<file path="config.mk">
export PLATFORM = sky130hd
export DESIGN_NAME = key_seq_capture_flat
export DESIGN_NICKNAME = d
export VERILOG_FILES = /design/src/rtl/key_seq_capture_if.sv /design/src/rtl/key_seq_capture.sv /design/src/flat_wrapper.sv
export SDC_FILE = /design/constraint.sdc
export NUM_CORES = 1
export LEC_CHECK = 0
export CORE_AREA = 2 2 100 102
export CTS_CLUSTER_DIAMETER = 200
export CTS_CLUSTER_SIZE = 28
export DETAILED_ROUTE_END_ITERATION = 8
export DIE_AREA = 0 0 102 104
export PLACE_DENSITY = 0.87
export SLEW_MARGIN = 10
export SYNTH_ARGS = -nofsm -noshare
export SYNTH_HDL_FRONTEND = slang
export SYNTH_SLANG_ARGS = --single-unit
</file>
<file path="constraint.sdc">
create_clock -name clk -period 3.4 [get_ports clk]
set_clock_uncertainty 0.15 [all_clocks]
set_input_delay 0.51 -clock clk [delete_from_list [all_inputs] [get_ports clk]]
set_output_delay 0.51 -clock clk [all_outputs]
set_load 0.01 [all_outputs]
</file>
<file path="src/rtl/key_seq_capture_if.sv">
// -----------------------------------------------------------------------------
// key_seq_capture_if
// Bundles the raw buttons, the controller handshake and the captured-sequence
// outputs of key_seq_capture. The controller (or a bench) is the master; the
// capture block is the slave.
// -----------------------------------------------------------------------------
interface key_seq_capture_if;

   // Raw buttons, asynchronous to clk, active-high.
   logic [9:0]  key_digit;
   logic        key_bksp;
   logic        key_clr;
   logic        key_enter;

   // Controller handshake.
   logic        capture_en;
   logic        seq_ack;

   // Captured sequence and event strobes.
   logic [31:0] user_seq;
   logic [3:0]  input_cnt;
   logic        seq_valid;
   logic        key_pulse;
   logic        err_pulse;

   modport master (
      output key_digit, key_bksp, key_clr, key_enter, capture_en, seq_ack,
      input  user_seq, input_cnt, seq_valid, key_pulse, err_pulse
   );

   modport slave (
      input  key_digit, key_bksp, key_clr, key_enter, capture_en, seq_ack,
      output user_seq, input_cnt, seq_valid, key_pulse, err_pulse
   );

endinterface

</file>
<file path="src/rtl/key_seq_capture.sv">
// -----------------------------------------------------------------------------
// key_seq_capture
// Push-button entry stage: synchronizes and debounces 13 raw buttons, turns
// each debounced press into a single event, and builds an up-to-8-digit
// nibble sequence for the display and the game controller.
//
// Optional feature macro: KEY_AUTO_SUBMIT_EN
//   defined   - writing the 8th digit submits the sequence on the same edge.
//   undefined - the sequence stays editable at 8 digits; enter submits.
// -----------------------------------------------------------------------------
module key_seq_capture #(
   parameter int DEBOUNCE_CYCLES = 500000   // sample-tick period, must be >= 2
) (
   input  logic              clk,
   input  logic              rst_n,
   key_seq_capture_if.slave  bus
);

   // -------------------------------------------------------------------------
   // Constants and types
   // -------------------------------------------------------------------------
   localparam int NKEY      = 13;
   localparam int KEY_BKSP  = 10;
   localparam int KEY_CLR   = 11;
   localparam int KEY_ENTER = 12;

   localparam int              PW        = (DEBOUNCE_CYCLES > 1) ? $clog2(DEBOUNCE_CYCLES) : 1;
   localparam logic [PW-1:0]   PRESC_MAX = PW'(DEBOUNCE_CYCLES - 1);
   localparam logic [31:0]     SEQ_EMPTY = 32'hFFFF_FFFF;
   localparam logic [3:0]      CNT_FULL  = 4'd8;

   typedef enum logic [1:0] {
      S_IDLE,
      S_ENTRY,
      S_SUBMIT
   } state_t;

   typedef enum logic [2:0] {
      EV_NONE,
      EV_DIGIT,
      EV_BKSP,
      EV_CLR,
      EV_ENTER
   } event_t;

   // -------------------------------------------------------------------------
   // Signals
   // -------------------------------------------------------------------------
   logic [NKEY-1:0] w_raw;
   logic [NKEY-1:0] r_sync1;
   logic [NKEY-1:0] r_sync2;
   logic [NKEY-1:0] r_stable;
   logic [NKEY-1:0] r_press;

   logic [PW-1:0]   r_presc;
   logic            w_tick;

   event_t          w_event;
   logic [3:0]      w_digit;

   state_t          r_state;
   state_t          w_state_nxt;
   logic [31:0]     r_user_seq;
   logic [31:0]     w_seq_nxt;
   logic [3:0]      r_input_cnt;
   logic [3:0]      w_cnt_nxt;
   logic            r_key_pulse;
   logic            w_key_nxt;
   logic            r_err_pulse;
   logic            w_err_nxt;

   logic [2:0]      w_wr_idx;
   logic [2:0]      w_bk_idx;

   // Bit map of the conditioned key vector: [9:0] digits, 10 bksp, 11 clr, 12 enter.
   assign w_raw = {bus.key_enter, bus.key_clr, bus.key_bksp, bus.key_digit};

   // -------------------------------------------------------------------------
   // Input conditioning
   // -------------------------------------------------------------------------

   // Two-flop synchronizer for every raw button.
   // NOTE: state registers use non-blocking assignments so every flop samples
   // the pre-edge value of its neighbours, exactly like the hardware does.
   always_ff @(posedge clk or negedge rst_n) begin
      if (!rst_n) begin
         r_sync1 <= '0;
         r_sync2 <= '0;
      end else begin
         r_sync1 <= w_raw;
         r_sync2 <= r_sync1;
      end
   end

   // Free-running prescaler; the wrap cycle is the debounce sample tick.
   always_ff @(posedge clk or negedge rst_n) begin
      if (!rst_n) begin
         r_presc <= '0;
      end else if (r_presc == PRESC_MAX) begin
         r_presc <= '0;
      end else begin
         r_presc <= r_presc + PW'(1);
      end
   end

   assign w_tick = (r_presc == PRESC_MAX);

   // Sample the synchronized keys once per tick and flag new rising levels.
   // Bounces that come and go between two ticks never reach r_stable.
   always_ff @(posedge clk or negedge rst_n) begin
      if (!rst_n) begin
         r_stable <= '0;
         r_press  <= '0;
      end else if (w_tick) begin
         r_stable <= r_sync2;
         r_press  <= r_sync2 & ~r_stable;
      end else begin
         r_press  <= '0;
      end
   end

   // -------------------------------------------------------------------------
   // Press arbitration: one event per tick, clr > bksp > enter > lowest digit
   // -------------------------------------------------------------------------

   // Pick the single winning event out of the press vector.
   // NOTE: every variable driven here gets a default first, so no path can
   // leave a value unassigned and infer a latch.
   always_comb begin
      w_event = EV_NONE;
      w_digit = 4'd0;
      if (r_press[KEY_CLR]) begin
         w_event = EV_CLR;
      end else if (r_press[KEY_BKSP]) begin
         w_event = EV_BKSP;
      end else if (r_press[KEY_ENTER]) begin
         w_event = EV_ENTER;
      end else if (|r_press[9:0]) begin
         w_event = EV_DIGIT;
         // Scan downward so the lowest pressed index is the last one written.
         for (int i = 9; i >= 0; i--) begin
            if (r_press[i]) begin
               w_digit = 4'(i);
            end
         end
      end
   end

   // -------------------------------------------------------------------------
   // Entry FSM
   // -------------------------------------------------------------------------

   // Nibble slots for the next digit write and for backspace removal.
   assign w_wr_idx = r_input_cnt[2:0];
   assign w_bk_idx = r_input_cnt[2:0] - 3'd1;

   // Next state, next sequence contents and next pulse values.
   always_comb begin
      w_state_nxt = r_state;
      w_seq_nxt   = r_user_seq;
      w_cnt_nxt   = r_input_cnt;
      w_key_nxt   = 1'b0;
      w_err_nxt   = 1'b0;

      case (r_state)
         S_IDLE: begin
            // Keys are ignored; a fresh entry always starts from an empty buffer.
            if (bus.capture_en) begin
               w_state_nxt = S_ENTRY;
               w_seq_nxt   = SEQ_EMPTY;
               w_cnt_nxt   = 4'd0;
            end
         end

         S_ENTRY: begin
            if (!bus.capture_en) begin
               // Losing permission wins over any key event in the same cycle.
               w_state_nxt = S_IDLE;
            end else begin
               case (w_event)
                  EV_DIGIT: begin
                     if (r_input_cnt < CNT_FULL) begin
                        w_seq_nxt[{w_wr_idx, 2'b00} +: 4] = w_digit;
                        w_cnt_nxt = r_input_cnt + 4'd1;
                        w_key_nxt = 1'b1;
`ifdef KEY_AUTO_SUBMIT_EN
                        // The 8th digit completes the entry without enter.
                        if (r_input_cnt == CNT_FULL - 4'd1) begin
                           w_state_nxt = S_SUBMIT;
                        end
`else
                        // A full buffer stays editable until enter is pressed.
                        w_state_nxt = S_ENTRY;
`endif
                     end else begin
                        w_err_nxt = 1'b1;
                     end
                  end

                  EV_BKSP: begin
                     if (r_input_cnt != 4'd0) begin
                        w_seq_nxt[{w_bk_idx, 2'b00} +: 4] = 4'hF;
                        w_cnt_nxt = r_input_cnt - 4'd1;
                        w_key_nxt = 1'b1;
                     end else begin
                        w_err_nxt = 1'b1;
                     end
                  end

                  EV_CLR: begin
                     // Clearing an already empty buffer still counts as accepted.
                     w_seq_nxt = SEQ_EMPTY;
                     w_cnt_nxt = 4'd0;
                     w_key_nxt = 1'b1;
                  end

                  EV_ENTER: begin
                     if (r_input_cnt != 4'd0) begin
                        w_state_nxt = S_SUBMIT;
                        w_key_nxt   = 1'b1;
                     end else begin
                        w_err_nxt = 1'b1;
                     end
                  end

                  default: begin
                     // No event this cycle.
                  end
               endcase
            end
         end

         S_SUBMIT: begin
            // Contents frozen, keys ignored; the ack releases the sequence.
            if (bus.seq_ack) begin
               w_state_nxt = S_IDLE;
            end
         end

         default: begin
            w_state_nxt = S_IDLE;
         end
      endcase
   end

   // State, sequence buffer and pulse registers.
   always_ff @(posedge clk or negedge rst_n) begin
      if (!rst_n) begin
         r_state     <= S_IDLE;
         r_user_seq  <= SEQ_EMPTY;
         r_input_cnt <= 4'd0;
         r_key_pulse <= 1'b0;
         r_err_pulse <= 1'b0;
      end else begin
         r_state     <= w_state_nxt;
         r_user_seq  <= w_seq_nxt;
         r_input_cnt <= w_cnt_nxt;
         r_key_pulse <= w_key_nxt;
         r_err_pulse <= w_err_nxt;
      end
   end

   // -------------------------------------------------------------------------
   // Outputs: all come straight from registers
   // -------------------------------------------------------------------------
   assign bus.user_seq  = r_user_seq;
   assign bus.input_cnt = r_input_cnt;
   assign bus.seq_valid = (r_state == S_SUBMIT);
   assign bus.key_pulse = r_key_pulse;
   assign bus.err_pulse = r_err_pulse;

endmodule

</file>
<file path="src/flat_wrapper.sv">
// flat-port wrapper written by rule: the top's interface ports become plain ports
module key_seq_capture_flat 
#(
   parameter int DEBOUNCE_CYCLES = 500000                                      
)
  (clk, rst_n, bus_key_digit, bus_key_bksp, bus_key_clr, bus_key_enter, bus_capture_en, bus_seq_ack, bus_user_seq, bus_input_cnt, bus_seq_valid, bus_key_pulse, bus_err_pulse);
  key_seq_capture_if bus_i ();
  input  logic clk;
  input  logic rst_n;
  input wire logic [$bits(bus_i.key_digit)-1:0] bus_key_digit;
  input wire logic [$bits(bus_i.key_bksp)-1:0] bus_key_bksp;
  input wire logic [$bits(bus_i.key_clr)-1:0] bus_key_clr;
  input wire logic [$bits(bus_i.key_enter)-1:0] bus_key_enter;
  input wire logic [$bits(bus_i.capture_en)-1:0] bus_capture_en;
  input wire logic [$bits(bus_i.seq_ack)-1:0] bus_seq_ack;
  output wire logic [$bits(bus_i.user_seq)-1:0] bus_user_seq;
  output wire logic [$bits(bus_i.input_cnt)-1:0] bus_input_cnt;
  output wire logic [$bits(bus_i.seq_valid)-1:0] bus_seq_valid;
  output wire logic [$bits(bus_i.key_pulse)-1:0] bus_key_pulse;
  output wire logic [$bits(bus_i.err_pulse)-1:0] bus_err_pulse;
  assign bus_i.key_digit = bus_key_digit;
  assign bus_i.key_bksp = bus_key_bksp;
  assign bus_i.key_clr = bus_key_clr;
  assign bus_i.key_enter = bus_key_enter;
  assign bus_i.capture_en = bus_capture_en;
  assign bus_i.seq_ack = bus_seq_ack;
  assign bus_user_seq = bus_i.user_seq;
  assign bus_input_cnt = bus_i.input_cnt;
  assign bus_seq_valid = bus_i.seq_valid;
  assign bus_key_pulse = bus_i.key_pulse;
  assign bus_err_pulse = bus_i.err_pulse;
  key_seq_capture #(.DEBOUNCE_CYCLES(DEBOUNCE_CYCLES)) u_core (.clk(clk), .rst_n(rst_n), .bus(bus_i));
endmodule
</file>
== After elaboration in Yosys (flattened, before gate mapping) ==
Index checks and enable logic that the tools add are counted.
Operators by class
  add/sub/neg operators: 6
  order comparisons: 1
  equality and inequality tests: 16
  shift operators: 4
  muxes and demuxes: 51
  bitwise operators: 2
  reductions and logical operators: 7
Operators with widths (number)
  $mux 32: 4
  $pmux 32 s3: 1
  $mux 4: 18
  $bwmux 32: 2
  $pmux 32 s2: 1
  $shift 4x7->32 const A: 2
  $shiftx 4x7->32: 1
  $shiftx 4x7->32 const A: 1
  $add 19x1->19 const B: 1
  $eq 19x19->1 const B: 1
  $mux 19: 1
  $neg 5->7: 2
  $and 13x13->13: 1
  $mux 13: 1
  $not 13->13: 1
  $ne 4x3->1 const B: 3
  $pmux 4 s3: 1
  $mux 2: 5
  $reduce_or 10->1: 1
  $mux 1: 9
  $mux 3: 3
  $pmux 4 s2: 1
  $eq 3x2->1 const B: 2
  $ne 2x2->1 const B: 3
  20 further kinds: 21
Storage, ports and cells
  register bits: 111
  input port bits: 17
  output and inout port bits: 39
  word-level logic and storage cells: 97

== Depth between registers and ports, before layout ==
  depth in word-level cells: 20
  mapped depth: 10
  gate-level depth less buffers: 9

== Worst setup path before layout ==
No wires, ideal clock.
  path type: register to register
  from: reg u_core.r_input_cnt[0] (netlist: u_core.bus.input_cnt[0])
  to: reg u_core.r_user_seq[26] (netlist: u_core.bus.user_seq[26])
  arrival: 2757 ps
  data required time: 3177 ps
  path slack: 420 ps
  cell stages (with the launch flop): 10
  clock period less this slack: 2980 ps
  cell sequence: dfrtp_1 > clkbuf_1 > inv_1 > ha_1 > ha_1 > clkbuf_1 > or4_2 > clkbuf_1 > or2_2 > a21oi_1
Between the ends
  longest elaborated chain between the ends: 8
  elaborated cells between the ends (all ways): 19
Ends and longest elaborated chain
  from (decl): RTL line key_seq_capture.sv:65  | logic [3:0] r_input_cnt;
  from (signal assigned): RTL line key_seq_capture.sv:257  | r_input_cnt <= w_cnt_nxt;
  $sub 3x1->3: RTL line key_seq_capture.sv:155  | assign w_bk_idx = r_input_cnt[2:0] - 3'd1;
  $neg 5->7: RTL line key_seq_capture.sv:202  | w_seq_nxt[{w_bk_idx, 2'b00} +: 4] = 4'hF;
  $shiftx 4x7->32 or $shift 4x7->32 (tied branches): RTL line key_seq_capture.sv:202
  $bwmux 32: RTL line key_seq_capture.sv:202
  $mux 32: RTL line key_seq_capture.sv:201  | if (r_input_cnt != 4'd0) begin
  $pmux 32 s3: RTL line key_seq_capture.sv:180  | case (w_event)
  $mux 32: RTL line key_seq_capture.sv:176  | if (!bus.capture_en) begin
  $pmux 32 s2: RTL line key_seq_capture.sv:165  | case (r_state)
  to (signal assigned): RTL line key_seq_capture.sv:256  | r_user_seq <= w_seq_nxt;
  to (decl): RTL line key_seq_capture.sv:63  | logic [31:0] r_user_seq;
Parallel ways exist; a longest one is shown, timed or not. The select of a mux whose other input is x is not followed.
A chain may end at the register's enable or synchronous reset.

== Worst setup path after layout ==
  from: reg u_core.r_input_cnt[1] (netlist: u_core.bus.input_cnt[1])
  to: reg u_core.r_user_seq[0] (netlist: u_core.bus.user_seq[0])
The elaborated chain is that of the path after synthesis.

==> impl_results.md <==
- Gpl congestion: 0.895
- Clock sinks: 111
- Most used DFF post-synth: dfrtp_1
- Worst skew pair latency: 380 ps
- Top-area cell type share of the netlist area: 0.369
- Drt first pass iters: 6
- Routed wire length: 12.4 mm
- CTS resizes: 0
- Mapped Cells: 536
- Pins Over Slew Limit: 0
- GR Layer Usage met3: 0.0383
- Period utilisation layout: 0.887
- Total number of vias: 4331
- First-pass GRT wire length: 20.7 mm
- Gate power share: 0.238
- Die width: 102 um
- I/O pin count: 56
- RSZ-0062 raised after global routing: no
- Final HPWL DP: 8.81 mm
- R2r startpoint: u_core.bus.input_cnt[1]
- Setup TNS: 0 ps
- Final setup violation count: 0
- Number of buffers created by CTS: 9
- Power per cell area: 481 nW/um2
- Post-Syn Area: 5360 um2
- Status: complete, no violations
- Synth-to-layout area growth: 16.7%
- Biggest area consumer among synthesized cells: dfrtp_1
- Grt met2 use: 0.411
- R2R depth: 8
- Max Fclk: 0.332 GHz
- CTS clock-pin slew for the worst setup and hold paths: 110 ps
- Gr usage total: 0.246
- Initial Util: 0.562
- Vias in the first global route: 4269
- Synth area leaders: dfrtp_1 37%, dfstp_2 16%, nand2_1 4.2%
- Data arrival time of the worst path: 3190 ps
- Slew headroom: 0.440
- R2r setup slk: 390 ps
- Root Driver: clkbuf_8
- Die area: 10600 um2
- Leak pwr: 2.60 nW
- Synth cell types: 55
- NetSw: 0.000952 W
- Initial DRC count: 229
- CORE AREA: 9550 um2
- Internal power: 0.00206 W
- Final Hold Viols: 0
- Post-CTS Setup Bufs: 0
- Yosys warns: 0
- CP Max Fanout: 11
- Rows: 36
- CP required: 3570 ps
- DRC viols: 0
- Post-Syn Nets: 565
- Wire per inst: 17.1 um
- GRT busiest layer: met2
- Mean post-synth cell area: 10.0 um2
- Tmin final: 3010 ps
- IO buf count: 55
- Ys async rst share: 1.00
- Nets: 616
- Vias/cell: 5.97
- Post-synth EDFFs: 0
- Level count of the clock H-tree: 3
- Worst Hold Class: input port to asynchronous set/reset pin
- Hold WS: 55.1 ps
- Crit start category: flop
- Number of fill cells: 781
- Worst Setup End Kind: flop
- Die Y: 104 um
- M1 GR Usage: 0.318
- Share of cells above drive strength 1: 0.135
- Maxcap violations: 0
- Seq/Total Area, Yosys: 0.525
- Switching Fraction: 0.316
- Hold Buf Count CTS: 0
- Post-detailed-route count of antenna-violating nets: 0
- #FFs+latches synth: 111
- Gr ovfl total: 0
- Seq pwr share: 0.505
- ANT cells: 0
- Worst-Margin Slew: 840 ps
- Antenna violations before repair: 0
- Largest net degree at the start of global routing: 67
- Clock Power Share: 0.258
- WS Path Type: flop to flop
- CTS max path bufs: 2
- Worst R2R End: u_core.bus.user_seq[0]
- Max VDD drop: 0.000316 V
- TritonCTS clock tree: done
==> cell usage in the layout (no fill, tap or decap), types with 11 or more instances in the layout <==
cell type	n
dfrtp_1	79
nand2_1	60
clkdlybuf4s50_1	54
nor2_1	49
a21oi_1	36
dfstp_2	32
nor3_1	17
nor3b_1	16
o21ai_0	16
nor2b_1	15
nand4_1	15
nand3_1	14
xnor2_1	12
a31oi_1	12
nand2b_1	11
==> per-layer routing <==
layer	wire [um]	vias up
met5	0	-
met4	331	0
met3	821	34
met2	6280	173
met1	4990	2098
li1	-	2026
==> logic make-up (layout without fill, tap and decap cells) <==
logic type	count (synthesis)	count (layout)	share of synthesized area
DFF	111	111	0.525
xor gates and xnor gates	19	19	0.0310
adders and majority gates	12	12	0.0294
and+or+nand+nor	250	250	0.253
AOI/OAI and AO/OA	111	111	0.134
buffers and inverters	33	89	0.0275
==> final cells by class <==
class / count / area (um2) / area share
clock buffers: 9 / 124 / 0.0198
clock inverters: 7 / 75.1 / 0.0120
inverters: 9 / 33.8 / 0.00540
multi-input cells: 392 / 2410 / 0.385
flip-flops and latches: 111 / 2820 / 0.450
well taps: 133 / 166 / 0.0266
repair buffers: 64 / 628 / 0.100
==> synthesized netlist by cell type, drive strengths merged, types with 7 or more instances <==
| library cell | n |
|---|---|
| nand2b | 11 |
| dfrtp | 79 |
| a31oi | 12 |
| o31ai | 10 |
| nand4 | 15 |
| a21oi | 36 |
| inv | 9 |
| dfstp | 32 |
| nand3 | 14 |
| o21ai | 16 |
| xnor2 | 12 |
| xor2 | 7 |
| ha | 11 |
| clkbuf | 20 |
| or3 | 7 |
| o21a | 8 |
| nor2 | 49 |
| nor2b | 15 |
| nor3b | 17 |
| nor3 | 18 |
| and4 | 9 |
| nand2 | 60 |
==> power groups by stage <==
stage               Combinational (W)  Sequential, W  Clock, W
finish                       0.000716        0.00152  0.000775
global route                 0.000782        0.00153  0.000851
CTS                          0.000703        0.00152  0.000796
detailed placement           0.000701        0.00154         0
global placement             0.000684        0.00154         0
floorplan                    0.000368        0.00156         0
==> registers in the layout (all words and copies together) (netlist names) <==
signal	cells
u_core.bus.err_pulse	1
u_core.bus.input_cnt	4
u_core.bus.key_pulse	1
u_core.bus.user_seq	32
u_core.r_presc	19
u_core.r_press	13
u_core.r_stable	13
u_core.r_state	2
u_core.r_sync1	13
u_core.r_sync2	13
==> metrics by stage <==
stage	cell area, um2	total power, W	std cells	setup WS [ps]	util
after global routing	6260	0.00316	725	99.9	0.655
after CTS	6250	0.00302	725	245	0.654
after detailed placement	6050	0.00224	709	288	0.633
final	6260	0.00301	725	385	0.655
after floorplan	5360	0.00193	536	420	-
after global placement	6050	0.00222	709	531	0.633
==> worst max path at each step <==
stage                                 start                      end  depth (start not counted)
floorplan           u_core.bus.input_cnt[0]  u_core.bus.user_seq[26]                          9
global placement    u_core.bus.input_cnt[1]  u_core.bus.user_seq[19]                          9
detailed placement  u_core.bus.input_cnt[1]   u_core.bus.user_seq[0]                          8
CTS                 u_core.bus.input_cnt[1]   u_core.bus.user_seq[0]                          8
global route        u_core.bus.input_cnt[1]   u_core.bus.user_seq[1]                          8
finish              u_core.bus.input_cnt[1]   u_core.bus.user_seq[0]                          8
==> critical path, cell delays in order (launching register included) <==
cell       delay, ps
dfrtp_1          510
inv_1            210
ha_1             260
ha_2             360
nor3b_1          330
nand2_1          250
a2111oi_1        550
o31a_1           190
o22a_1           130
(Power assumes the default switching activity.)
